<file path="src/rtl/muldiv_pkg.sv">
// Shared constants and op-decode helpers for the iterative RV32M multiply/divide unit.
package muldiv_pkg;

  localparam int unsigned XLEN        = 32;
  localparam int unsigned CNT_W       = $clog2(XLEN) + 1;
  localparam int unsigned MULDIV_ITER = 32;

  localparam logic [6:0] FUNCT7_MULDIV = 7'b0000001;

  localparam logic [2:0] F3Mul    = 3'b000;
  localparam logic [2:0] F3Mulh   = 3'b001;
  localparam logic [2:0] F3Mulhsu = 3'b010;
  localparam logic [2:0] F3Mulhu  = 3'b011;
  localparam logic [2:0] F3Div    = 3'b100;
  localparam logic [2:0] F3Divu   = 3'b101;
  localparam logic [2:0] F3Rem    = 3'b110;
  localparam logic [2:0] F3Remu   = 3'b111;

  localparam logic [1:0] StIdle  = 2'd0;
  localparam logic [1:0] StCalc  = 2'd1;
  localparam logic [1:0] StFixup = 2'd2;
  localparam logic [1:0] StDone  = 2'd3;

  localparam logic [XLEN-1:0] XlenMinInt = {1'b1, {(XLEN-1){1'b0}}};

  function automatic logic op_a_signed(input logic [2:0] f3);
    return f3 inside {F3Mul, F3Mulh, F3Mulhsu, F3Div, F3Rem};
  endfunction

  function automatic logic op_b_signed(input logic [2:0] f3);
    return f3 inside {F3Mul, F3Mulh, F3Div, F3Rem};
  endfunction

endpackage

</file>
<file path="src/rtl/muldiv_step.sv">
// One radix-2 iteration: shift-add multiply step or restoring-divide step on {hi, lo}.
module muldiv_step
  import muldiv_pkg::*;
(
  input  logic            is_div_i,
  input  logic [XLEN-1:0] hi_i,
  input  logic [XLEN-1:0] lo_i,
  input  logic [XLEN-1:0] divisor_i,
  output logic [XLEN-1:0] hi_o,
  output logic [XLEN-1:0] lo_o
);

  logic [XLEN:0]   sum;
  logic [XLEN:0]   rem_sh;
  logic [XLEN-1:0] diff;

  always_comb begin
    sum    = {1'b0, hi_i} + {1'b0, divisor_i};
    rem_sh = {hi_i, lo_i[XLEN-1]};
    // Only used when rem_sh >= divisor, so the result always fits in XLEN bits.
    diff   = rem_sh[XLEN-1:0] - divisor_i;
    if (is_div_i) begin
      if (rem_sh >= {1'b0, divisor_i}) begin
        hi_o = diff;
        lo_o = {lo_i[XLEN-2:0], 1'b1};
      end else begin
        hi_o = rem_sh[XLEN-1:0];
        lo_o = {lo_i[XLEN-2:0], 1'b0};
      end
    end else if (lo_i[0]) begin
      {hi_o, lo_o} = {sum, lo_i[XLEN-1:1]};
    end else begin
      {hi_o, lo_o} = {1'b0, hi_i, lo_i[XLEN-1:1]};
    end
  end

endmodule

</file>
<file path="src/rtl/muldiv_unit.sv">
// Iterative RV32M unit: magnitudes are processed unsigned over 32 steps, then sign-fixed.
module muldiv_unit
  import muldiv_pkg::*;
(
  input  logic            clk_i,
  input  logic            rst_i,
  input  logic            start_i,
  input  logic [2:0]      funct3_i,
  input  logic [XLEN-1:0] rs1_data_i,
  input  logic [XLEN-1:0] rs2_data_i,
  output logic            stall_o,
  output logic            busy_o,
  output logic            done_o,
  output logic [XLEN-1:0] result_o
);

  logic [1:0]        state_q, state_d;
  logic [CNT_W-1:0]  cnt_q, cnt_d;
  logic [2:0]        f3_q, f3_d;
  logic              neg_q, neg_d;
  logic [XLEN-1:0]   hi_q, hi_d;
  logic [XLEN-1:0]   lo_q, lo_d;
  logic [XLEN-1:0]   div_q, div_d;
  logic [XLEN-1:0]   result_q, result_d;
  logic              busy_q, done_q;

  logic [XLEN-1:0]   step_hi, step_lo;
  logic              a_neg, b_neg, is_div, div_zero, div_ovf;
  logic [XLEN-1:0]   a_abs, b_abs;
  logic [2*XLEN-1:0] prod_fix;
  logic [XLEN-1:0]   div_word;

  muldiv_step u_step (
    .is_div_i  (f3_q[2]),
    .hi_i      (hi_q),
    .lo_i      (lo_q),
    .divisor_i (div_q),
    .hi_o      (step_hi),
    .lo_o      (step_lo)
  );

  always_comb begin
    a_neg    = op_a_signed(funct3_i) & rs1_data_i[XLEN-1];
    b_neg    = op_b_signed(funct3_i) & rs2_data_i[XLEN-1];
    a_abs    = a_neg ? -rs1_data_i : rs1_data_i;
    b_abs    = b_neg ? -rs2_data_i : rs2_data_i;
    is_div   = funct3_i[2];
    div_zero = is_div && (rs2_data_i == '0);
    div_ovf  = ((funct3_i == F3Div) || (funct3_i == F3Rem)) &&
               (rs1_data_i == XlenMinInt) && (rs2_data_i == '1);
  end

  always_comb begin
    state_d  = state_q;
    cnt_d    = cnt_q;
    f3_d     = f3_q;
    neg_d    = neg_q;
    hi_d     = hi_q;
    lo_d     = lo_q;
    div_d    = div_q;
    result_d = result_q;
    prod_fix = neg_q ? -{hi_q, lo_q} : {hi_q, lo_q};
    div_word = f3_q[1] ? hi_q : lo_q;
    if (neg_q) div_word = -div_word;

    case (state_q)
      StIdle: begin
        if (start_i) begin
          f3_d  = funct3_i;
          // Remainder takes the dividend's sign; everything else takes sA^sB.
          neg_d = (is_div && funct3_i[1]) ? a_neg : (a_neg ^ b_neg);
          cnt_d = '0;
          hi_d  = '0;
          lo_d  = is_div ? a_abs : b_abs;
          div_d = is_div ? b_abs : a_abs;
          if (div_zero) begin
            state_d  = StDone;
            result_d = funct3_i[1] ? rs1_data_i : '1;
          end else if (div_ovf) begin
            state_d  = StDone;
            result_d = funct3_i[1] ? '0 : rs1_data_i;
          end else begin
            state_d = StCalc;
          end
        end
      end
      StCalc: begin
        hi_d = step_hi;
        lo_d = step_lo;
        if (cnt_q == CNT_W'(MULDIV_ITER - 1)) begin
          cnt_d   = '0;
          state_d = StFixup;
        end else begin
          cnt_d = cnt_q + 1'b1;
        end
      end
      StFixup: begin
        state_d = StDone;
        if (f3_q[2])             result_d = div_word;
        else if (f3_q == F3Mul)  result_d = prod_fix[XLEN-1:0];
        else                     result_d = prod_fix[2*XLEN-1:XLEN];
      end
      StDone:  state_d = StIdle;
      default: state_d = StIdle;
    endcase
  end

  always_ff @(posedge clk_i) begin
    if (rst_i) begin
      state_q  <= StIdle;
      cnt_q    <= '0;
      f3_q     <= '0;
      neg_q    <= 1'b0;
      hi_q     <= '0;
      lo_q     <= '0;
      div_q    <= '0;
      result_q <= '0;
      busy_q   <= 1'b0;
      done_q   <= 1'b0;
    end else begin
      state_q  <= state_d;
      cnt_q    <= cnt_d;
      f3_q     <= f3_d;
      neg_q    <= neg_d;
      hi_q     <= hi_d;
      lo_q     <= lo_d;
      div_q    <= div_d;
      result_q <= result_d;
      busy_q   <= (state_d == StCalc) || (state_d == StFixup);
      done_q   <= (state_d == StDone);
    end
  end

  assign stall_o  = start_i & ~done_q;
  assign busy_o   = busy_q;
  assign done_o   = done_q;
  assign result_o = result_q;

endmodule

</file>
<file path="config.mk">
export PLATFORM = sky130hd
export DESIGN_NAME = muldiv_unit
export DESIGN_NICKNAME = d
export VERILOG_FILES = /design/src/rtl/muldiv_pkg.sv /design/src/rtl/muldiv_step.sv /design/src/rtl/muldiv_unit.sv
export SDC_FILE = /design/constraint.sdc
export NUM_CORES = 1
export LEC_CHECK = 0
export ABC_AREA = 1
export BUFFER_PORTS_ARGS = -buffer_cell sky130_fd_sc_hd__clkbuf_2
export CAP_MARGIN = 20
export CELL_PAD_IN_SITES_DETAIL_PLACEMENT = 0
export CELL_PAD_IN_SITES_GLOBAL_PLACEMENT = 1
export CORE_MARGIN = 2
export CORE_UTILIZATION = 43
export CTS_CLUSTER_DIAMETER = 100
export CTS_CLUSTER_SIZE = 16
export DETAILED_ROUTE_END_ITERATION = 8
export PLACE_DENSITY = 0.94
export SLEW_MARGIN = 20
export SYNTH_ARGS = -nofsm -noshare
export SYNTH_HDL_FRONTEND = slang
export SYNTH_SLANG_ARGS = --single-unit
</file>
<file path="constraint.sdc">
create_clock -name clk_i -period 2.7 [get_ports clk_i]
set_clock_uncertainty 0.1 [all_clocks]
set_input_delay 0.405 -clock clk_i [delete_from_list [all_inputs] [get_ports clk_i]]
set_output_delay 0.405 -clock clk_i [all_outputs]
set_load 0.03 [all_outputs]
</file>
==> flow_metrics.env <==
export IMPL_place_congestion=1.19
export IMPL_numCtsBuffers=17
export IMPL_fp_dieH_um=213
export IMPL_track_usage_pct=38.0
export IMPL_drive_above_1_share_pct=11.8
export IMPL_r2r_slack_ns=0.05
export IMPL_peakVddDrop_uv=517
export IMPL_h_tree_depth=4
export IMPL_synth_seq_cells=142
export IMPL_syn_num_nets=3681
export IMPL_antenna_left=0
export IMPL_synth_flop_cell="dfxtp_1"
export IMPL_worstPathRequired_ns=2.99
export IMPL_synth_common_cells="nand2_1 (1117), inv_1 (409), nor2_1 (409), nand3_1 (327), a21oi_1 (307)"
export IMPL_cts_resized_gates=0
export IMPL_reg2reg_to="result_o[16]"
export IMPL_hold_violations=0
export IMPL_cap_violations=0
export IMPL_finalNonFillerCells=4328
export IMPL_insertion_delay_ns=0.45
export IMPL_antenna_found_initial=3
export IMPL_postCtsSetupRepairBufs=0
export IMPL_worst_slack_ns=0.0482
export IMPL_tns_ns=0
export IMPL_comb_power_share_pct=62.5
export IMPL_diodes=0
export IMPL_fmaxAchievable_ghz=0.377
export IMPL_seq_area_frac_synth_pct=15.2
export IMPL_rows=76
export IMPL_clockBufferDepth=2
export IMPL_outcome="finished, final reports clean"
export IMPL_wirelength_um=86700
export IMPL_powerDensity_nw_per_um2=638
export IMPL_reg2reg_from="hi_q[4]"
export IMPL_post_place_ws_ns=0.114
export IMPL_hold_class="in2reg"
export IMPL_grt_max_degree=82
export IMPL_start_util_pct=43.5
export IMPL_die_x_um=213
export IMPL_pwr_share_clk_pct=17.7
export IMPL_wl_per_cell_um=20.0
export IMPL_fin_crit_sh_pct=98.2
export IMPL_area_growth_pct=16.3
export IMPL_hpwlAfterDp_um=68600
export IMPL_synthesis_area_um2=18700
export IMPL_critPathMaxFanout=6
export IMPL_ys_warn_count=0
export IMPL_hold_path_cell_count=3
export IMPL_postSynthAreaPerCell_um2=5.29
export IMPL_start_kind="flip-flop"
export IMPL_yosysMostFrequentCell="nand2_1"
export IMPL_nNetsFinal=3873
export IMPL_rsz0062_at_grt="yes"
export IMPL_core_area_um2=43000
export IMPL_firstDrtPassIters=7
export IMPL_end_kind="flip-flop"
export IMPL_clkTransAtPathRegs_ns=0.07
export IMPL_setup_violations_final=0
export IMPL_leakagePower_nw=11.0
export IMPL_grt_pass1_vias=22100
export IMPL_worst_ep_arrival_time_ns=2.94
export IMPL_tightest_slew_ns=0.852
export IMPL_crit_type="reg2reg"
export IMPL_relSlewSlack_pct=42.6
export IMPL_seqPwrFrac_pct=19.9
export IMPL_p_sw_share_pct=52.8
export IMPL_hold_end="f3_q[0]"
export IMPL_reg2reg_depth=11
export IMPL_fillCellCount=4710
export IMPL_synth_cell_types=51
export IMPL_drtIter0Drc=3664
export IMPL_die_area_um2=45200
export IMPL_p_switching_mw=7.32
export IMPL_cts_sinks=142
export IMPL_intPower_mw=6.56
export IMPL_synth_edf_count=0
export IMPL_num_vias=25000
export IMPL_dp_cells=4296
export IMPL_yosysTopAreaCellShare_pct=22.4
export IMPL_overflow=0
export IMPL_grt_pass1_wl_um=130000
export IMPL_hp_start="funct3_i[0]"
export IMPL_synth_area_leaders="nand2_1 (22%), dfxtp_1 (15%), nand3_1 (8.7%)"
export IMPL_period_needed_ns=2.65
export IMPL_final_max_slew_viol_count=0
export IMPL_hold_buffers=0
export IMPL_synth_largest_area_cell="nand2_1"
export IMPL_timing_hold_ws_ns=0.182
export IMPL_io_buffer_count=104
export IMPL_ys_async_sr_fraction_pct=0
export IMPL_fin_util_pct=50.6
export IMPL_tritoncts="built"
export IMPL_root_buffer="clkbuf_16"
export IMPL_vias_per_cell=5.78
export IMPL_io_pin_count=105
export IMPL_syn_inst=3538
export IMPL_drc=0
==> power groups by stage <==
stage	sequential [mW]	combinational [mW]	clock (mW)
after floorplan	2.81	5.20	0
after global placement	2.77	8.13	0
after global routing	2.77	9.36	2.52
after CTS	2.73	8.22	2.44
final	2.76	8.67	2.46
after detailed placement	2.77	8.18	0
==> stage by stage <==
step,power (mW),instance area (um^2)
final,13.9,21800
after CTS,13.4,21700
after global placement,10.9,21100
after global routing,14.7,21800
after floorplan,8.01,18700
after detailed placement,10.9,21100
==> per-layer routing <==
| metal | GRT usage, % | routed length [um] | vias up |
|---|---|---|---|
| met5 | 0 | 15 | - |
| met4 | 25.0 | 6720 | 4 |
| met3 | 9.78 | 11300 | 381 |
| met2 | 56.4 | 35200 | 1663 |
| met1 | 48.4 | 33600 | 11100 |
| li1 | - | - | 11800 |
==> layout by cell type, fill, tap and decap left out, types with 4 or more instances in the layout <==
master	instances
nor2_1	400
o21a_1	5
nand3b_1	23
nand4_1	44
inv_2	15
nor2_4	5
buf_4	203
o21bai_1	10
inv_1	409
and2_1	7
buf_12	11
o21ai_0	233
xor2_1	68
o211ai_1	37
nand3_2	5
clkinv_1	4
nor3_2	4
clkbuf_16	17
nand2_1	1117
xnor2_1	15
and3_1	4
nand2_2	11
or2_2	7
o21ai_2	9
nor3_1	24
a21oi_1	304
o21ai_1	21
nand3_1	322
o221ai_1	7
nor2_2	15
a21o_1	4
a22oi_1	5
dfxtp_1	138
clkbuf_2	104
ha_1	67
a31oi_1	19
==> how the worst max path moves through the flow <==
stage	slack, ns	end	cells after the start	startpoint
6_report	0.05	result_o[16]	11	hi_q[4]
5_1_grt	-0.08	hi_q[18]	15	hi_q[4]
4_1_cts	0.11	hi_q[29]	12	div_q[23]
3_5_place_dp	0.11	result_o[3]	15	rs2_data_i[0]
3_3_place_gp	0.14	hi_q[31]	12	div_q[23]
2_1_floorplan	0.42	result_o[2]	15	lo_q[0]
==> kinds of logic (layout without fill, tap and decap cells) <==
logic type,count (synthesis),in the layout,share of synthesized area (%)
flops,142,142,15.2
xor+xnor,83,83,3.88
fa+ha+maj,74,74,5.01
simple gates,1995,1995,44.4
compound gates,666,666,19.3
buf+inv,578,783,12.3
==> cell type report <==
cell class	instances	area, um^2	share of cell area (%)
clock inverters	12	136	0.627
multi-input cells	2818	13700	62.8
flip-flops and latches	142	2850	13.1
well taps	585	732	3.36
inverters	430	1620	7.44
clock buffers	20	447	2.05
repair buffers	321	2300	10.6
==> state kept, by name, indices dropped and copies added, names as in the netlist <==
register,cells
lo_q,32
f3_q,3
div_q,32
neg_q,1
hi_q,32
done_o,1
busy_o,1
state_q,2
cnt_q,6
result_o,32
==> critical path, stage by stage, from the launching register on <==
cell and delay, ns:
dfxtp_1 0.34, buf_4 0.19, inv_1 0.29, nand3_1 0.17
nor2_1 0.19, nand3_1 0.09, o21ai_1 0.25, a21oi_1 0.10
o21ai_0 0.33, buf_4 0.17, nand3_1 0.20, a21oi_1 0.18
(Power assumes the default switching activity.)
